File: src/rtl/uc_pkg.sv
// Shared types for the unit-clause literal queue.
// A literal is {var_idx, pol}; pol=1 marks the negated form of the variable.
package uc_pkg;

    localparam int UC_LENGTH = 512;
    localparam int VAR_W     = $clog2(UC_LENGTH);
    localparam int LIT_W     = VAR_W + 1;

    typedef struct packed {
        logic [VAR_W-1:0] var_idx;
        logic             pol;
    } uc_lit_t;

    // Same variable, opposite polarity.
    function automatic uc_lit_t lit_complement(input uc_lit_t lit);
        uc_lit_t res;
        res     = lit;
        res.pol = ~lit.pol;
        return res;
    endfunction

endpackage

File: src/rtl/uc_lit_queue_if.sv
// Bus between the unit-clause detector / BCP engine side (master) and the
// literal queue (slave).
//
// Handshake: push is a request qualified by push_lit. There is no ready
// signal: the queue accepts a push when no conflict is latched and it is
// not full, or when a pop is accepted in the same cycle. A push that
// finds the queue full is dropped and reported by a one-cycle ovf pulse.
// pop is accepted whenever empty is low, and ucq2eng always shows the head
// literal (first-word-fall-through). flush clears everything synchronously.
interface uc_lit_queue_if
    import uc_pkg::*;
#(
    parameter int DEPTH = 4
) ();

    localparam int CNT_W = $clog2(DEPTH) + 1;

    logic             push;
    uc_lit_t          push_lit;
    logic             pop;
    logic             flush;
    uc_lit_t          ucq2eng;
    logic             empty;
    logic             full;
    logic [CNT_W-1:0] count;
    logic             conflict;
    uc_lit_t          conflict_lit;
    logic             ovf;

    modport master (
        output push, push_lit, pop, flush,
        input  ucq2eng, empty, full, count, conflict, conflict_lit, ovf
    );

    modport slave (
        input  push, push_lit, pop, flush,
        output ucq2eng, empty, full, count, conflict, conflict_lit, ovf
    );

endinterface

File: src/rtl/uc_lit_match.sv
// Compares an incoming literal against every queue slot, ignoring slots
// that do not currently hold a queued literal.
//   any_eq  : some valid slot holds exactly this literal
//   any_cmp : some valid slot holds the complement of this literal
module uc_lit_match
    import uc_pkg::*;
#(
    parameter int DEPTH = 4
) (
    input  uc_lit_t              lit,
    input  uc_lit_t [DEPTH-1:0]  entries,
    input  logic    [DEPTH-1:0]  valid,
    output logic                 any_eq,
    output logic                 any_cmp
);

    uc_lit_t lit_cmp;

    assign lit_cmp = lit_complement(lit);

    // OR-reduce the per-slot equality and complement hits.
    always_comb begin
        any_eq  = 1'b0;
        any_cmp = 1'b0;
        for (int i = 0; i < DEPTH; i++) begin
            if (valid[i] && (entries[i] == lit)) begin
                any_eq = 1'b1;
            end
            if (valid[i] && (entries[i] == lit_cmp)) begin
                any_cmp = 1'b1;
            end
        end
    end

endmodule

File: src/rtl/uc_lit_queue.sv
// Unit-clause literal FIFO between the unit-clause detector and the BCP
// engine. First-word-fall-through, wrap-bit pointers, sticky conflict
// detection on complementary literals.
// Optional feature: define UCQ_DEDUP_EN to drop pushes of a literal that is
// already queued (no state change, no ovf).
module uc_lit_queue
    import uc_pkg::*;
#(
    parameter int DEPTH = 4
) (
    input  logic           clk,
    input  logic           rst,
    uc_lit_queue_if.slave  bus
);

    localparam int AW = $clog2(DEPTH);
    localparam int PW = AW + 1;

`ifdef UCQ_DEDUP_EN
    localparam bit DEDUP_EN = 1'b1;
`else
    localparam bit DEDUP_EN = 1'b0;
`endif

    logic    [PW-1:0]    head;
    logic    [PW-1:0]    tail;
    uc_lit_t [DEPTH-1:0] mem;
    logic                conflict_q;
    uc_lit_t             conflict_lit_q;
    logic                ovf_q;

    logic    [PW-1:0]    occ;
    logic                empty_w;
    logic                full_w;
    logic    [DEPTH-1:0] valid;
    logic                any_eq;
    logic                any_cmp;
    logic                pop_acc;
    logic                push_req;
    logic                dup_drop;
    logic                conflict_hit;
    logic                push_acc;
    logic                ovf_hit;

    // Occupancy falls out of the wrap-bit pointers modulo 2*DEPTH.
    assign occ     = tail - head;
    assign empty_w = (head == tail);
    assign full_w  = (head[AW] != tail[AW]) && (head[AW-1:0] == tail[AW-1:0]);

    // A slot is valid when its distance from head is below the occupancy.
    always_comb begin
        logic [AW-1:0] offset;
        valid  = '0;
        offset = '0;
        for (int i = 0; i < DEPTH; i++) begin
            offset   = AW'(i) - head[AW-1:0];
            valid[i] = ({1'b0, offset} < occ);
        end
    end

    uc_lit_match #(
        .DEPTH (DEPTH)
    ) u_match (
        .lit     (bus.push_lit),
        .entries (mem),
        .valid   (valid),
        .any_eq  (any_eq),
        .any_cmp (any_cmp)
    );

    // The head being popped this cycle still counts for matching, so the
    // valid mask is deliberately taken before the pop is applied.
    assign pop_acc      = bus.pop && !empty_w && !bus.flush;
    assign push_req     = bus.push && !conflict_q && !bus.flush;
    assign conflict_hit = push_req && any_cmp;
    assign dup_drop     = DEDUP_EN && any_eq;
    assign push_acc     = push_req && !any_cmp && !dup_drop && (!full_w || pop_acc);
    assign ovf_hit      = push_req && !any_cmp && !dup_drop && full_w && !pop_acc;

    // Pointers and flags; flush returns to the post-reset state.
    always_ff @(posedge clk or negedge rst) begin
        if (!rst) begin
            head           <= '0;
            tail           <= '0;
            conflict_q     <= 1'b0;
            conflict_lit_q <= '0;
            ovf_q          <= 1'b0;
        end else if (bus.flush) begin
            head           <= '0;
            tail           <= '0;
            conflict_q     <= 1'b0;
            conflict_lit_q <= '0;
            ovf_q          <= 1'b0;
        end else begin
            if (pop_acc) begin
                head <= head + PW'(1);
            end
            if (push_acc) begin
                tail <= tail + PW'(1);
            end
            if (conflict_hit) begin
                conflict_q     <= 1'b1;
                conflict_lit_q <= bus.push_lit;
            end
            ovf_q <= ovf_hit;
        end
    end

    // Entry storage carries no reset; validity comes from the pointers.
    always_ff @(posedge clk) begin
        if (push_acc) begin
            mem[tail[AW-1:0]] <= bus.push_lit;
        end
    end

    assign bus.ucq2eng      = empty_w ? '0 : mem[head[AW-1:0]];
    assign bus.empty        = empty_w;
    assign bus.full         = full_w;
    assign bus.count        = occ;
    assign bus.conflict     = conflict_q;
    assign bus.conflict_lit = conflict_lit_q;
    assign bus.ovf          = ovf_q;

endmodule
File: src/flat_wrapper.sv
// flat-port wrapper written by rule: the top's interface ports become plain ports
module uc_lit_queue_flat import uc_pkg::*;
#(
    parameter int DEPTH = 4
)
  (clk, rst, bus_push, bus_push_lit, bus_pop, bus_flush, bus_ucq2eng, bus_empty, bus_full, bus_count, bus_conflict, bus_conflict_lit, bus_ovf);
  uc_lit_queue_if #(.DEPTH(DEPTH)) bus_i ();
  input  logic clk;
  input  logic rst;
  input wire logic [$bits(bus_i.push)-1:0] bus_push;
  input wire logic [$bits(bus_i.push_lit)-1:0] bus_push_lit;
  input wire logic [$bits(bus_i.pop)-1:0] bus_pop;
  input wire logic [$bits(bus_i.flush)-1:0] bus_flush;
  output wire logic [$bits(bus_i.ucq2eng)-1:0] bus_ucq2eng;
  output wire logic [$bits(bus_i.empty)-1:0] bus_empty;
  output wire logic [$bits(bus_i.full)-1:0] bus_full;
  output wire logic [$bits(bus_i.count)-1:0] bus_count;
  output wire logic [$bits(bus_i.conflict)-1:0] bus_conflict;
  output wire logic [$bits(bus_i.conflict_lit)-1:0] bus_conflict_lit;
  output wire logic [$bits(bus_i.ovf)-1:0] bus_ovf;
  assign bus_i.push = bus_push;
  assign bus_i.push_lit = bus_push_lit;
  assign bus_i.pop = bus_pop;
  assign bus_i.flush = bus_flush;
  assign bus_ucq2eng = bus_i.ucq2eng;
  assign bus_empty = bus_i.empty;
  assign bus_full = bus_i.full;
  assign bus_count = bus_i.count;
  assign bus_conflict = bus_i.conflict;
  assign bus_conflict_lit = bus_i.conflict_lit;
  assign bus_ovf = bus_i.ovf;
  uc_lit_queue #(.DEPTH(DEPTH)) u_core (.clk(clk), .rst(rst), .bus(bus_i));
endmodule
File: config.mk
export PLATFORM = sky130hd
export DESIGN_NAME = uc_lit_queue_flat
export DESIGN_NICKNAME = d
export VERILOG_FILES = /design/src/rtl/uc_pkg.sv /design/src/rtl/uc_lit_queue_if.sv /design/src/rtl/uc_lit_match.sv /design/src/rtl/uc_lit_queue.sv /design/src/flat_wrapper.sv
export SDC_FILE = /design/constraint.sdc
export NUM_CORES = 1
export LEC_CHECK = 0
export CAP_MARGIN = 20
export CORE_MARGIN = 3
export CORE_UTILIZATION = 55
export DETAILED_ROUTE_END_ITERATION = 16
export GPL_ROUTABILITY_DRIVEN = 1
export GPL_TIMING_DRIVEN = 0
export PLACE_DENSITY = 0.79
export SLEW_MARGIN = 5
export SYNTH_ARGS = -nofsm -noshare
export SYNTH_HDL_FRONTEND = slang
export SYNTH_SLANG_ARGS = --single-unit
File: constraint.sdc
create_clock -name clk -period 7.9 [get_ports clk]
set_clock_uncertainty 0.15 [all_clocks]
set_input_delay 1.185 -clock clk [delete_from_list [all_inputs] [get_ports clk]]
set_output_delay 1.185 -clock clk [all_outputs]
set_load 0.02 [all_outputs]
Word level (Yosys, flattened, before mapping)
Cells that the tools add are included.

cells by class
  $add $sub $neg = 7
  magnitude comparators = 7
  eq/ne operators = 7
  mux-type cells = 19
  bitwise logic cells = 1
  reductions and logical operators = 25

operators by type and width
  cell                                                                   count
  10-bit 2-to-1 mux                                                      5
  40-bit bitwise mux                                                     1
  10-bit == test                                                         4
  10-bit binary-select mux with 2-bit select                             1
  10-bit demux with 2-bit select                                         1
  1-bit logical AND                                                      15
  2-bit by 3-bit < comparator with 1-bit output                          4
  3-bit 2-to-1 mux                                                       4
  1-bit 2-to-1 mux                                                       7
  3-bit by 1-bit adder with 3-bit output, second input constant          2
  1-bit zero test                                                        6
  2-bit by 3-bit < comparator with 1-bit output, second input constant   2
  2-bit nonzero test                                                     3
  1-bit by 2-bit subtractor with 2-bit output, first input constant      2
  2-bit subtractor, first input constant                                 2
  3-bit == test                                                          1
  3-bit subtractor                                                       1
  2-bit == test                                                          1
  2-bit by 1-bit >= comparator with 1-bit output, second input constant  1
  1-bit logical OR                                                       1
  1-bit inequality test                                                  1
  1-bit NOT                                                              1

word-level totals
  bits in registers = 58
  input port bits = 15
  output and inout port bits = 27
  logic and storage cells = 80

Longest topological paths before layout
  depth after elaboration = 12
  mapped depth = 11
  mapped depth without buffers = 11

By module
From an unflattened synthesis, not the netlist that was laid out.

second synthesis, totals
  cell total of the unflattened synthesis = 247
  area, all modules = 3,193.1 sq um

modules (own cells, without submodules)
  module        times used  cells each  area an instance (sq um)  seq. area each (sq um)
  uc_lit_queue  1           182         2,625.0                   1,651.6
  uc_lit_match  1           65          568.0                     0.0

Worst setup path before layout
No wires, ideal clock.

  kind = flip-flop to flip-flop
  start = register u_core.head[1]
  end = register u_core.mem[30] (netlist name), enable pin
  setup time = 0.376 ns
  data arrival time = 3.287 ns
  data required time = 7.374 ns
  path slack = 4.087 ns
  stages on the path, launching flop included = 10
  buffers on the path = 1
  period minus slack after synthesis = 3.813 ns
  cell sequence = dfrtp_1 > buf_1 > inv_1 > fa_1 > inv_1 > ha_1 > o21bai_1 > o32ai_4 > or4_4 > nor2_1

between the ends
  cells in the longest elaborated chain, start to end = 10
  elaborated cells on any way between the ends = 28
  those cells by class = add/sub (5); order compare (4); eq/ne (2); mux (4); reduce/logical (13)

ends and longest elaborated chain
  what                                           line                 RTL
  from (decl)                                    uc_lit_queue.sv:25   logic [PW-1:0] head;
  from (signal assigned)                         uc_lit_queue.sv:96   head <= head + PW'(1);
  3-bit subtractor (*)                           uc_lit_queue.sv:46   assign occ = tail - head;
  named net bus_count[1]                         flat_wrapper.sv:17   output wire logic [$bits(bus_i.count)-1:0] bus_count;
  2-bit by 3-bit < comparator with 1-bit output  uc_lit_queue.sv:57   valid[i] = ({1'b0, offset} < occ);
  1-bit logical AND                              uc_lit_match.sv:29   if (valid[i] && (entries[i] == lit_cmp)) begin
  1-bit 2-to-1 mux (3 in series)                 uc_lit_match.sv:29
  1-bit 2-to-1 mux (*)                           uc_lit_match.sv:29
  1-bit zero test (*)                            uc_lit_queue.sv:77   assign push_acc = push_req && !any_cmp && !dup_drop && (!full_w || pop_acc);
  1-bit logical AND (*) (2 in series)            uc_lit_queue.sv:77
  to (signal, indexed assignment)                uc_lit_queue.sv:112  mem[tail[AW-1:0]] <= bus.push_lit;
  to (decl)                                      uc_lit_queue.sv:27   uc_lit_t [DEPTH-1:0] mem;

The timed path passes the listed nets; every way through them passes the cells marked *.
A chain may end at the register's enable or synchronous reset.

Worst setup path after layout
  start = register u_core.head[1]
  end = output bus_ucq2eng[6]

between the ends
  cells in the longest elaborated chain, start to end = 3
  elaborated cells on any way between the ends = 4
  those cells by class = eq/ne (1); mux (3)

ends and longest elaborated chain
  what                                        line                 RTL
  10-bit binary-select mux with 2-bit select  uc_lit_queue.sv:116  assign bus.ucq2eng = empty_w ? '0 : mem[head[AW-1:0]];
  10-bit 2-to-1 mux (not written as such)     uc_lit_queue.sv:116
  10-bit 2-to-1 mux (*)                       uc_lit_queue.sv:116
  to (decl)                                   flat_wrapper.sv:14   output wire logic [$bits(bus_i.ucq2eng)-1:0] bus_ucq2eng;

Every way passes the cells marked *; elsewhere a longest branch is shown, timed or not. The select of a mux whose other input is x is not followed.

==> out/qor_table.md <==
| Quantity | Reported |
|:---|:---|
| Status | finished clean |
| Crit path DAT | 3.31 ns |
| Clk_lat worst skew | 0.34 ns |
| Post-synthesis average cell area | 13.8 um2 |
| Total routing usage reported by global routing | 0.217 |
| Nature of the critical path endpoint | output port |
| Clock buffers created by TritonCTS | 9 |
| Std-Cell Core Area | 0.00561 mm2 |
| Count of placed standard cells in the final layout, fillers left out | 365 |
| Drt pass-1 iters | 4 |
| Number of synthesized flops with an enable pin | 40 |
| Residual overflow from global routing | 0 |
| Top library cells by usage in the layout, fill and taps aside | clkdlybuf4s50_1, edfxtp_1, xor2_1 |
| Yosys cell types | 36 |
| Async SR Flop Fraction | 0.310 |
| Worst hold stages | 2 |
| Vias in the first global route | 2,167 |
| Worst hold slack after final layout | 0.415 ns |
| Final wirelength | 6930 um |
| Number of filler cells placed in the layout | 412 |
| Routability congestion estimate | 0.865 |
| Die outline width | 83.0 um |
| Netlist Area Pre-Place | 0.00326 mm2 |
| Cell depth of the worst flop-to-flop path | 9 |
| Setup Total Neg Slack | 0 ns |
| Worst min-delay path class | reg2reg |
| Flop and latch count out of synthesis | 58 |
| Drt drc | 0 |
| # clock sinks | 58 |
| I/O pins | 42 |
| IR drop worst, VDD | 0.151 mV |
| Num rows | 27 |
| Total area of multi-input combinational cells | 0.00146 mm2 |
| Flip-flop cell with the highest count after synthesis | edfxtp_1 |
| Utilization of the core after routing | 0.702 |
| Crit path max fanout | 10 |
| Clock Path Buffers | 2 |
| Setup repair after global routing missed its margin | false |
| Post-Syn Nets | 265 |
| Number of buffers added for setup after CTS | 0 |
| Overall Power | 0.000753 W |
| Data required time of the critical path | 6.57 ns |
| Register area share after synthesis | 0.507 |
| Number of antenna violations at the first check in global routing | 0 |
| CTS tree | done |
| Number of standard cells after synthesis | 236 |
| Number of H-tree branching levels | 3 |
| Resize count post-CTS | 0 |
| DP HPWL | 4940 um |
| Worst Path Class, Setup | reg2out |
| Final number of setup-violating endpoints | 0 |
| Minimum period implied by the final worst setup slack | 4.65 ns |
| Y dimension of the die | 83.0 um |
| Placed instance count | 348 |
| Wirelength per Cell | 19.0 um |
| Fmax | 0.215 GHz |
| Remaining antenna violation count | 0 |
| Full die area | 0.00689 mm2 |
| Pin count of the biggest net entering global routing | 19 |
| Root cell of the clock tree | clkbuf_8 |
| Port Buffer Count | 40 |
| Power per standard cell area | 191 mW/mm2 |
| DR vias/cell | 5.50 |
| DRC marker count from the first detailed-route iteration | 92 |
| Worst-path clk slew | 0.06 ns |
| Maximum Capacitance Violations | 0 |
| Area taken by flip-flops and latches | 0.00165 mm2 |
| Starting density of the core | 0.581 |
| P&R area growth vs syn | 20.7% |
| Slew @ Worst Pin | 0.852 ns |
| Global-route wire length before repair | 11,200 um |
| CP startpoint kind | flip-flop |
| Static leakage power | 1.50 nW |
| Final-report max-slew violation count | 0 |
| Max-slew headroom | 0.432 |
| Ratio of cells with drive above 1 in the final layout | 0.177 |
| Final hold violation count | 0 |
| Layout Nets | 317 |
| Vias | 2,008 |
| Fraction of the cycle the final worst path needs | 0.588 |
| Number of inserted diodes | 0 |
| Total number of yosys warnings | 0 |
| Hold buffer count at cts | 0 |
==> critical path: stages, from the launching register on <==
cell             delay [ns]
dfrtp_1                0.45
buf_1                  0.51
inv_1                  0.23
ha_1                   0.35
nand3_1                0.18
clkbuf_1               0.42
and2_1                 0.23
clkdlybuf4s50_1        0.61
==> sequential cells by signal, summed over array words and instances (netlist names) <==
name                     count
u_core.head                  3
u_core.bus.conflict_lit     10
u_core.tail                  3
u_core.bus.conflict          1
u_core.bus.ovf               1
u_core.mem                  40
==> through the flow <==
step / area (um2) / setup WS, ns
finish: 3940 / 3.25
CTS: 3930 / 3.19
global placement: 3750 / 3.34
detailed placement: 3750 / 3.27
floorplan: 3260 / 4.09
global route: 3940 / 2.96
==> routing by layer <==
metal | vias to the layer above | part of all wire | routed length [um] | global-route usage
met4 | 0 | 0.026 | 180 | 0.104
li1 | 940 | - | - | -
met5 | - | 0 | 0 | 0
met3 | 16 | 0.052 | 363 | 0.0546
met2 | 50 | 0.49 | 3390 | 0.354
met1 | 1002 | 0.43 | 3000 | 0.270
==> report_power, final <==
group | switching (W) | internal, W | total [W]
clock | 0.000111 | 0.000143 | 0.000254
sequential | 0.00000500 | 0.000332 | 0.000337
combinational | 0.0000877 | 0.0000746 | 0.000162
total | 0.000203 | 0.000550 | 0.000753
==> kinds of logic (layout without fill, tap and decap cells) <==
kind of cell / Yosys count / in the layout / synth area share
AO/OA/AOI/OAI: 14 / 14 / 0.0407
AND/OR/NAND/NOR: 59 / 59 / 0.112
flip-flops: 58 / 58 / 0.507
XOR/XNOR: 44 / 44 / 0.123
buffers and inverters: 27 / 84 / 0.0461
adder cells (fa/ha/maj): 14 / 14 / 0.0560
multiplexers: 20 / 20 / 0.115
==> synthesized netlist by cell type (all sizes together), types with 8 or more instances <==
master	instances	area [um2]
nor2	8	46.3
edfxtp	40	1200
nor2b	12	75.1
ha	13	163
xor2	31	287
nor4	9	56.3
inv	12	45.0
mux4	10	225
dfrtp	18	450
buf	12	93.8
xnor2	13	114
mux2	10	150
and2	10	62.6
==> path summary, 6_finish.rpt <==
check                          startpoint  slack (ns)                          to
setup / recovery           u_core.head[1]        3.25              bus_ucq2eng[6]
hold / removal             u_core.head[2]        0.42              u_core.head[2]
setup reg to reg           u_core.head[1]        3.44              u_core.mem[24]
hold reg to reg            u_core.head[2]        0.42              u_core.head[2]
max in group asynchronous             rst        5.94              u_core.head[0]
min in group asynchronous             rst        1.16  u_core.bus.conflict_lit[2]
==> area by class of cell <==
cell class              instances  share of cell area
clock buffers                  12              0.0343
plain buffers                  15              0.0267
multi-input cells             151               0.370
repair buffers                 41               0.104
flip-flops and latches         58               0.420
inverters                      12              0.0114
clock inverters                 4              0.0108
well taps                      72              0.0229
No activity file was read; power rests on OpenSTA's default activity.
